==> src/rtl/mux_rr_sel_gen.sv <==
// Round-robin select generator for a downstream 4:1 mux: grants one of four
// requesters for a bounded dwell and drives registered Sel/Grant/Valid.
module mux_rr_sel_gen #(
   parameter int HOLD_CYCLES = 4
) (
   input  logic       clk,
   input  logic       rst_n,
   input  logic [3:0] Req,
   input  logic       Done,
   output logic [1:0] Sel,
   output logic [3:0] Grant,
   output logic       Valid
);

   localparam logic [7:0] CNT_LAST = 8'(HOLD_CYCLES - 1);

   typedef enum logic {
      IDLE,
      GRANT
   } state_t;

   state_t     state_reg, state_next;
   logic [1:0] last_reg, last_next;
   logic [1:0] sel_reg, sel_next;
   logic [7:0] cnt_reg, cnt_next;
   logic [3:0] grant_reg, grant_next;
   logic       valid_reg, valid_next;

   logic [1:0] cand_idx [4];
   logic [3:0] cand_hit;
   logic [1:0] pick;
   logic       any_req;
   logic       release_now;

   // Candidate k is Last+1+k mod 4; candidate 3 wraps back onto Last itself.
   generate
      for (genvar gi = 0; gi < 4; gi++) begin : g_cand
         assign cand_idx[gi] = last_reg + 2'(gi + 1);
         assign cand_hit[gi] = Req[cand_idx[gi]];
      end
   endgenerate

   always_comb begin
      pick = last_reg;
      for (int k = 3; k >= 0; k--) begin
         if (cand_hit[k]) begin
            pick = cand_idx[k];
         end
      end
   end

   assign any_req     = |Req;
   assign release_now = Done || !Req[sel_reg] || (cnt_reg == CNT_LAST);

   always_comb begin
      state_next = state_reg;
      last_next  = last_reg;
      sel_next   = sel_reg;
      cnt_next   = cnt_reg;
      grant_next = grant_reg;
      valid_next = valid_reg;
      case (state_reg)
         IDLE: begin
            if (any_req) begin
               state_next = GRANT;
               sel_next   = pick;
               last_next  = pick;
               grant_next = 4'b0001 << pick;
               valid_next = 1'b1;
               cnt_next   = 8'd0;
            end
         end
         GRANT: begin
            if (release_now) begin
               if (any_req) begin
                  // Handoff on the same edge: no idle bubble between owners.
                  sel_next   = pick;
                  last_next  = pick;
                  grant_next = 4'b0001 << pick;
                  cnt_next   = 8'd0;
               end else begin
                  // Sel keeps its value so the mux output stays stable.
                  state_next = IDLE;
                  grant_next = 4'b0000;
                  valid_next = 1'b0;
                  cnt_next   = 8'd0;
               end
            end else begin
               cnt_next = cnt_reg + 8'd1;
            end
         end
         default: begin
            state_next = IDLE;
            grant_next = 4'b0000;
            valid_next = 1'b0;
         end
      endcase
   end

   always_ff @(posedge clk or negedge rst_n) begin
      if (!rst_n) begin
         state_reg <= IDLE;
         last_reg  <= 2'b11;
         sel_reg   <= 2'b00;
         cnt_reg   <= 8'd0;
         grant_reg <= 4'b0000;
         valid_reg <= 1'b0;
      end else begin
         state_reg <= state_next;
         last_reg  <= last_next;
         sel_reg   <= sel_next;
         cnt_reg   <= cnt_next;
         grant_reg <= grant_next;
         valid_reg <= valid_next;
      end
   end

   assign Sel   = sel_reg;
   assign Grant = grant_reg;
   assign Valid = valid_reg;

endmodule

==> config.mk <==
export PLATFORM = sky130hd
export DESIGN_NAME = mux_rr_sel_gen
export DESIGN_NICKNAME = d
export VERILOG_FILES = /design/src/rtl/mux_rr_sel_gen.sv
export SDC_FILE = /design/constraint.sdc
export NUM_CORES = 1
export LEC_CHECK = 0
export CAP_MARGIN = 25
export CORE_MARGIN = 5
export CORE_UTILIZATION = 56
export DETAILED_ROUTE_END_ITERATION = 16
export PLACE_DENSITY = 0.82
export SETUP_SLACK_MARGIN = 0.4
export SKIP_CTS_REPAIR_TIMING = 1
export SYNTH_ARGS = -nofsm -noshare
export SYNTH_HDL_FRONTEND = slang
export SYNTH_SLANG_ARGS = --single-unit
==> constraint.sdc <==
create_clock -name clk -period 4.5 [get_ports clk]
set_input_delay 0.9 -clock clk [delete_from_list [all_inputs] [get_ports clk]]
set_output_delay 0.9 -clock clk [all_outputs]
set_load 0.005 [all_outputs]
==> flow_summary.ini, run 1 <==
[grt]
antenna_found_initial = 0
grt_pass1_vias = 743
grt_use_total_pct = 17.0
grt_pass1_wl_um = 3350
grt.overflow.total = 0
grt_start_max_net_pins = 19

[layout]
fillers = 117
final_cell_mix = dfrtp_1 (16), clkdlybuf4s50_1 (13), a21oi_1 (8)
largest_register_ffs = 8
drive_gt1_share_pct = 18.8
fin_nets = 110
antenna_cells = 0
final_common_cell = dfrtp_1
design_area_um2 = 1120
utilization_pct = 71.6
area_growth_pct = 17.5

[worst_setup_path]
start_kind = input pin
crit_fanout = 8
critPathArrivalTime_ps = 2640
max_stage_delay_ps = 540
cpMaxStageDelayCell = mux4_2
path_cells = clkdlybuf4s50_1 > mux4_2 > o211ai_4 > and2_4 > mux2_4
critPathKind = input pin to flip-flop
crit_start = Req[3]
crit_required_ps = 4690
r2r-start = cnt_reg[0]$_DFFE_PN0P_
end_kind = flip-flop
reg2reg_to = Sel[1]$_DFFE_PN0P_
reg2reg_depth = 5
rrSetupSlack_ps = 2440
cp-endpoint = Sel[1]$_DFFE_PN0P_

[floorplan]
core_region_area_um2 = 1560
die_area_um2 = 2620
die_w_um = 51.2
row_count = 14
ios = 14
initial_core_util_pct = 60.9
die_h_um = 51.2

[clock_network]
numClockSinks = 18
cts_tree = built
clk_path_buf_depth = 2
h-tree-depth = 1
cts_root_buf = clkbuf_4
numCtsBuffers = 3
clk_pin_slew_ps = 100
clock_latency_ps = 300

[placed_design]
dp_slack_ps = 1750
placed_area_um2 = 1080
dp_hpwl_um = 1450
gp_congestion = 0.805
portBuffers = 13

[timing]
fmax_mhz = 408
finalSetupTns_ps = 0
hold_slack_ps = 505
slew_headroom_pct = 48.1
tightestPinTransition_ps = 776
slew_viol_final = 0
layout_min_cycle_time_ps = 2450
setup_viol = 0
skew_ps = 2.60
finalWorstSetupSlack_ps = 2050
rsz0062_at_grt = false
min_period_over_period_pct = 54.5
final_hold_viol_count = 0

[synthesis]
synth_top_area_cell = dfrtp_1
syn_avg_cell_area_um2 = 11.0
seq_area_frac_synth_pct = 47.7
netlist_area_um2 = 950
ys_types = 35
syn_inst = 86
synth_nets = 94
yosys-top-cells-area = dfrtp_1 (42%), dfstp_2 (5.5%), a32o_2 (4.7%)
ys_warn_count = 0
ys_seq_elements = 18
netlist.area_leader.share_pct = 42.2

[pwr]
leakage_nw = 0.497
vdd_drop_max_uv = 409
p_comb_share_pct = 39.3
p_per_area_nw_per_um2 = 512
intPower_w = 0.000390
switching_power_w = 0.000181
seq_power_share_pct = 43.6
clock_power_share_pct = 17.1
netSwitchingFraction_pct = 31.6

[routing]
avgViaCountPerCell = 6.15
dr.pass1.iters = 4
wl_per_cell_um = 16.5
drt_wl_total_um = 1930
vias = 719
drt_iter0_drc = 26
drt_drc_violations_left = 0
ant_nets = 0

[hold_path]
hp-class = flip-flop to flip-flop

[status]
status = finished, final reports clean

[run]
max_cap_violations = 0
layout make-up:
class / instances / area [µm²] / area share, %
Clock buffer: 4 / 36.3 / 3.25
Inverter: 3 / 11.3 / 1.01
Multi-Input combinational cell: 63 / 465 / 41.7
Sequential cell: 18 / 453 / 40.6
Tap cell: 16 / 20.0 / 1.79
Timing Repair Buffer: 13 / 130 / 11.7
cells in the mapped netlist:
cell type and count:
a21oi_1 8, or3b_2 1, dfrtp_1 16, xnor2_1 1, or3_2 1, a41oi_1 1
a221o_1 1, and3_1 2, o21ai_0 6, ha_1 1, mux2_4 2, o21a_1 1
a32o_2 4, inv_1 3, mux4_2 1, a22o_1 1, nor2_1 3, nor2b_1 2
o211a_1 1, or4_2 1, o211ai_4 1, o211ai_1 1, maj3_1 1, nand3_1 3
a21o_1 1, or4_1 1, a221oi_1 1, or4_4 1, nand2_1 6, and2_4 1
nand2b_1 5, buf_8 1, clkbuf_2 1, dfstp_2 2, a31oi_1 3
per-layer routing:
| layer | track usage [%] | vias up | part of all wire, % |
|---|---|---|---|
| met5 | 0 | - | 0 |
| met4 | 6.73 | 0 | 2.1 |
| met1 | 22.3 | 345 | 48 |
| met3 | 4.94 | 4 | 4.0 |
| li1 | - | 358 | - |
| met2 | 26.4 | 12 | 45 |
kinds of logic (layout without fill, tap and decap cells):
family | count (synthesis) | after routing | synth area share, %
AOI/OAI and AO/OA | 30 | 30 | 23.6
buffers and inverters | 5 | 20 | 3.29
xor gates and xnor gates | 1 | 1 | 0.922
adders and majority gates | 2 | 2 | 2.37
DFF | 18 | 18 | 47.7
and+or+nand+nor | 27 | 27 | 16.6
muxes | 3 | 3 | 5.53
per-stage QoR:
step           power, W  cells
2_1_floorplan  0.000393     86
3_3_place_gp   0.000467    113
3_5_place_dp   0.000475    113
4_1_cts        0.000575    117
5_1_grt        0.000610    117
6_report       0.000571    117
power groups by stage:
stage	Clock [W]	Combinational (W)	Sequential, W
after floorplan	0	0.000148	0.000245
after global placement	0	0.000218	0.000249
after detailed placement	0	0.000224	0.000251
after CTS	0.000101	0.000226	0.000248
after global routing	0.000106	0.000248	0.000256
final	0.0000975	0.000224	0.000249
critical path, delay by kind of cell:
family          cells  cell delay, ps
compound gates      1             160
simple gates        1             260
mux                 2             850
buf+inv             1             470
worst min-delay path by stage:
stage                                       from                      to  slack [ps]  cells after the start
after floorplan           cnt_reg[2]$_DFFE_PN0P_  cnt_reg[2]$_DFFE_PN0P_         470                      1
after global placement      Grant[2]$_DFFE_PN0P_    Grant[2]$_DFFE_PN0P_         480                      1
after detailed placement    Grant[2]$_DFFE_PN0P_    Grant[2]$_DFFE_PN0P_         490                      1
after CTS                   Grant[3]$_DFFE_PN0P_    Grant[3]$_DFFE_PN0P_         520                      1
after global routing        Grant[3]$_DFFE_PN0P_    Grant[3]$_DFFE_PN0P_         550                      1
final                       Grant[3]$_DFFE_PN0P_    Grant[3]$_DFFE_PN0P_         510                      1
Power figures use the tool's default switching activity.
==> run 2, diff against run 1 <==
--- a/config.mk
+++ b/config.mk
@@ -7,9 +7,9 @@
 export LEC_CHECK = 0
 export CAP_MARGIN = 25
 export CORE_MARGIN = 5
-export CORE_UTILIZATION = 56
+export CORE_UTILIZATION = 47
 export DETAILED_ROUTE_END_ITERATION = 16
-export PLACE_DENSITY = 0.82
+export PLACE_DENSITY = 0.73
 export SETUP_SLACK_MARGIN = 0.4
 export SKIP_CTS_REPAIR_TIMING = 1
 export SYNTH_ARGS = -nofsm -noshare
==> constraint.sdc (replaced) <==
create_clock -name clk -period 2.1 [get_ports clk]
set_input_delay 0.42 -clock clk [delete_from_list [all_inputs] [get_ports clk]]
set_output_delay 0.42 -clock clk [all_outputs]
set_load 0.005 [all_outputs]
==> flow_summary.ini, run 2 (synthesis results as in run 1) <==
[pwr]
vdd_drop_max_uv = 662
power_w = 0.00140
p_per_area_nw_per_um2 = 1020
leakage_nw = 0.664

[worst_setup_path]
start_kind = flip-flop
critPathArrivalTime_ps = 2060
crit_required_ps = 2280
rrSetupSlack_ps = 220
critPathKind = flip-flop to flip-flop
end_kind = flip-flop
reg2reg_to = Sel[1]$_DFFE_PN0P_
r2r-start = cnt_reg[6]$_DFFE_PN0P_
reg2reg_depth = 4
crit_fanout = 8

[grt]
grtUsageMet3_pct = 4.02
grt.overflow.total = 0
grt_pass1_vias = 769
grt_pass1_wl_um = 3480
global_route.usage.met1_pct = 22.4
grt_start_max_net_pins = 14
busiest_layer = met2
grt_util_met2_pct = 25.0
grt_use_total_pct = 16.4
antenna_found_initial = 0

[clock_network]
clk_path_buf_depth = 2
numCtsBuffers = 3
cts_tree = built
clk_pin_slew_ps = 120
clock_latency_ps = 310
h-tree-depth = 1
cts_root_buf = clkbuf_4
numClockSinks = 18

[floorplan]
ios = 14
initial_core_util_pct = 48.9
die_w_um = 55.0
row_count = 16
die_area_um2 = 3020
die_h_um = 55.0
core_region_area_um2 = 1940

[timing]
finalWorstSetupSlack_ps = 218
layout_min_cycle_time_ps = 1880
final_hold_viol_count = 0
skew_ps = 22.0
setup_viol = 0
fmax_mhz = 531
slew_headroom_pct = 62.8
tightestPinTransition_ps = 557
min_period_over_period_pct = 89.6
hold_slack_ps = 455
slew_viol_final = 0
rsz0062_at_grt = true

[placed_design]
gp_congestion = 0.787
dp_hpwl_um = 1570
portBuffers = 13
dp_slack_ps = -61.3
placed_cells = 134

[layout]
fin_nets = 132
final_common_cell = buf_4
layoutNonFillerInstCount = 150
area_growth_pct = 44.8
final_cell_mix = buf_4 (18), dfrtp_1 (15), clkdlybuf4s50_1 (8)
antenna_cells = 0
largest_register_ffs = 8
drive_gt1_share_pct = 41.5
fillers = 145

[hold_path]
hp-class = input pin to async pin

[status]
status = finished, final reports clean

[routing]
dr.pass1.iters = 4
wl_per_cell_um = 16.5
avgViaCountPerCell = 5.65
vias = 848
drt_iter0_drc = 29
drt_drc_violations_left = 0
drt_wl_total_um = 2480
ant_nets = 0

[run]
max_cap_violations = 0
[run 2: layout make-up]
class                           count  area, µm²  share of cell area (%)
Clock buffer                        4       36.3                    2.64
Inverter                            3       11.3                   0.819
Multi-Input combinational cell     64        528                    38.4
Sequential cell                    18        454                    33.0
Tap cell                           27       33.8                    2.46
Timing Repair Buffer               34        312                    22.7
[run 2: routing by layer]
layer / vias up / wire length, µm
met5: - / 0
met4: 0 / 13
met3: 2 / 179
met2: 33 / 1210
met1: 409 / 1080
li1: 404 / -
[run 2: power by group]
part	switching, W	internal [W]
Sequential	0.0000858	0.000450
Combinational	0.000249	0.000394
Clock	0.000116	0.000106
[run 2: worst max-delay path: stages, from the launching register on]
cell,delay [ps]
dfrtp_1,420
or4_4,580
o211ai_4,230
and2_4,230
mux2_4,300
[run 2: per-stage QoR]
stage / instance area, µm² / utilization, % / setup TNS (ps)
final: 1380 / 70.8 / 0
after global routing: 1380 / 70.8 / 0
after CTS: 1210 / 62.2 / 0
after detailed placement: 1170 / 60.3 / -234
after global placement: 1170 / 60.3 / -58.0
after floorplan: 952 / - / 0
[run 2: worst max path at each step]
| stage | start | end | slack, ps | depth (start not counted) |
|---|---|---|---|---|
| 6_report | cnt_reg[6]$_DFFE_PN0P_ | Sel[1]$_DFFE_PN0P_ | 220 | 4 |
| 5_1_grt | cnt_reg[6]$_DFFE_PN0P_ | Sel[1]$_DFFE_PN0P_ | 170 | 4 |
| 4_1_cts | cnt_reg[0]$_DFFE_PN0P_ | Sel[1]$_DFFE_PN0P_ | 240 | 5 |
| 3_5_place_dp | Req[3] | Sel[1]$_DFFE_PN0P_ | -60 | 5 |
| 3_3_place_gp | Req[0] | Sel[1]$_DFFE_PN0P_ | -40 | 5 |
| 2_1_floorplan | cnt_reg[5]$_DFFE_PN0P_ | Sel[1]$_DFFE_PN0P_ | 240 | 5 |
==> run 3, diff against run 2 <==
==> constraint.sdc (replaced) <==
create_clock -name clk -period 1.6 [get_ports clk]
set_input_delay 0.32 -clock clk [delete_from_list [all_inputs] [get_ports clk]]
set_output_delay 0.32 -clock clk [all_outputs]
set_load 0.005 [all_outputs]
==> flow_summary.ini, run 3 (synthesis results as in run 1) <==
[timing]
rsz0062_at_grt = true
layout_min_cycle_time_ps = 1840
hold_slack_ps = 320
slew_viol_final = 0
tightestPinTransition_ps = 476
fmax_mhz = 544
slew_headroom_pct = 67.9
min_period_over_period_pct = 115
setup_viol = 16
final_hold_viol_count = 0
finalWorstSetupSlack_ps = -239
skew_ps = 7.93

[status]
status = finished, violations left
violations = setup timing

[clock_network]
cts_root_buf = clkbuf_4
numClockSinks = 18
clk_pin_slew_ps = 110
clk_path_buf_depth = 2
numCtsBuffers = 3
clock_latency_ps = 310
h-tree-depth = 1
cts_tree = built

[routing]
wl_per_cell_um = 15.3
drt_wl_total_um = 2510
dr.pass1.iters = 4
drt_iter0_drc = 15
vias = 889
ant_nets = 0
drt_drc_violations_left = 0
avgViaCountPerCell = 5.42

[grt]
grt_pass1_wl_um = 3800
grt_start_max_net_pins = 19
grt.overflow.total = 0
grt_pass1_vias = 854
grt_use_total_pct = 18.0
antenna_found_initial = 0

[worst_setup_path]
cpMaxStageDelayCell = or4_4
crit_fanout = 5
cp.buffers_inverters = 0
max_stage_delay_ps = 550
cp_top_family = simple AND/OR/NAND/NOR gates
start_kind = flip-flop
crit_required_ps = 1800
end_kind = flip-flop
critPathKind = flip-flop to flip-flop
critPathArrivalTime_ps = 2040
path_cells = or4_4 > o211ai_4 > and2_4 > mux2_4

[pwr]
seq_power_share_pct = 36.0
clock_power_share_pct = 15.4
p_comb_share_pct = 48.6
p_per_area_nw_per_um2 = 1320
leakage_nw = 0.743
intPower_w = 0.00130
vdd_drop_max_uv = 882
netSwitchingFraction_pct = 31.7
switching_power_w = 0.000603

[placed_design]
gp_congestion = 0.817
dp_hpwl_um = 1710
portBuffers = 13

[layout]
final_cell_mix = buf_4 (31), dfrtp_1 (16), a21oi_1 (7), buf_6 (7), nand2_1 (6)
area_growth_pct = 52.2
drive_gt1_share_pct = 50.4
utilization_pct = 74.4
final_common_cell = buf_4
largest_register_ffs = 8
fin_nets = 146
antenna_cells = 0

[floorplan]
ios = 14
core_region_area_um2 = 1940
row_count = 16
die_w_um = 55.0
initial_core_util_pct = 48.9
die_area_um2 = 3020
die_h_um = 55.0

[hold_path]
hp-class = input pin to async pin

[run]
max_cap_violations = 0
-- run 3: cell types whose count changed in the layout (fill, tap and decap cells not counted), moves of 2 or more --
| cell | previous run | this run |
|---|---|---|
| buf_6 | 3 | 7 |
| a21oi_1 | 5 | 7 |
| clkdlybuf4s50_1 | 8 | 2 |
| a21oi_2 | 3 | 1 |
| buf_4 | 18 | 31 |
| clkbuf_2 | 0 | 4 |
-- run 3: layout make-up --
class                      count  area, µm²
fill                         127        497
multi-input combinational     63        494
sequential                    18        453
timing repair buffer          49        417
clock buffer                   4       36.3
tap                           27       33.8
inverter                       3       11.3
-- run 3: worst paths after layout --
| path | from | endpoint | slack (ps) | cells after the start |
|---|---|---|---|---|
| worst max-delay path | cnt_reg[4]$_DFFE_PN0P_ | Sel[1]$_DFFE_PN0P_ | -240 | 4 |
| worst min-delay path | rst_n | cnt_reg[3]$_DFFE_PN0P_ | 320 | 2 |
| worst max register to register | cnt_reg[4]$_DFFE_PN0P_ | Sel[1]$_DFFE_PN0P_ | -240 | 4 |
| worst min register to register | Grant[0]$_DFFE_PN0P_ | Grant[0]$_DFFE_PN0P_ | 510 | 1 |
| max in group asynchronous | rst_n | last_reg[1]$_DFFE_PN1P_ | 1020 | 2 |
| min in group clk | Req[1] | state_reg$_DFF_PN0_ | 360 | 3 |
-- run 3: through the flow --
step	total power [W]	std cells	worst slack, ps	setup TNS (ps)	instance area, µm²
CTS	0.00177	154	-219	-1960	1340
global placement	0.00146	150	-436	-6010	1300
global route	0.00201	164	-268	-3140	1450
finish	0.00190	164	-239	-2460	1450
floorplan	0.00111	86	-260	-984	968
detailed placement	0.00149	150	-476	-6780	1300
-- run 3: power groups by stage --
stage | clock, W | sequential (W) | combinational (W)
detailed placement | 0 | 0.000690 | 0.000798
global route | 0.000313 | 0.000699 | 0.000995
CTS | 0.000292 | 0.000680 | 0.000802
global placement | 0 | 0.000683 | 0.000776
finish | 0.000293 | 0.000685 | 0.000926
floorplan | 0 | 0.000689 | 0.000421
-- run 3: layer usage --
metal / GRT usage [%] / up-vias / wire length, µm
met5: 0 / - / 0
met4: 10.9 / 0 / 56
met3: 1.61 / 5 / 107
met2: 28.9 / 32 / 1190
met1: 23.5 / 421 / 1150
li1: - / 431 / -
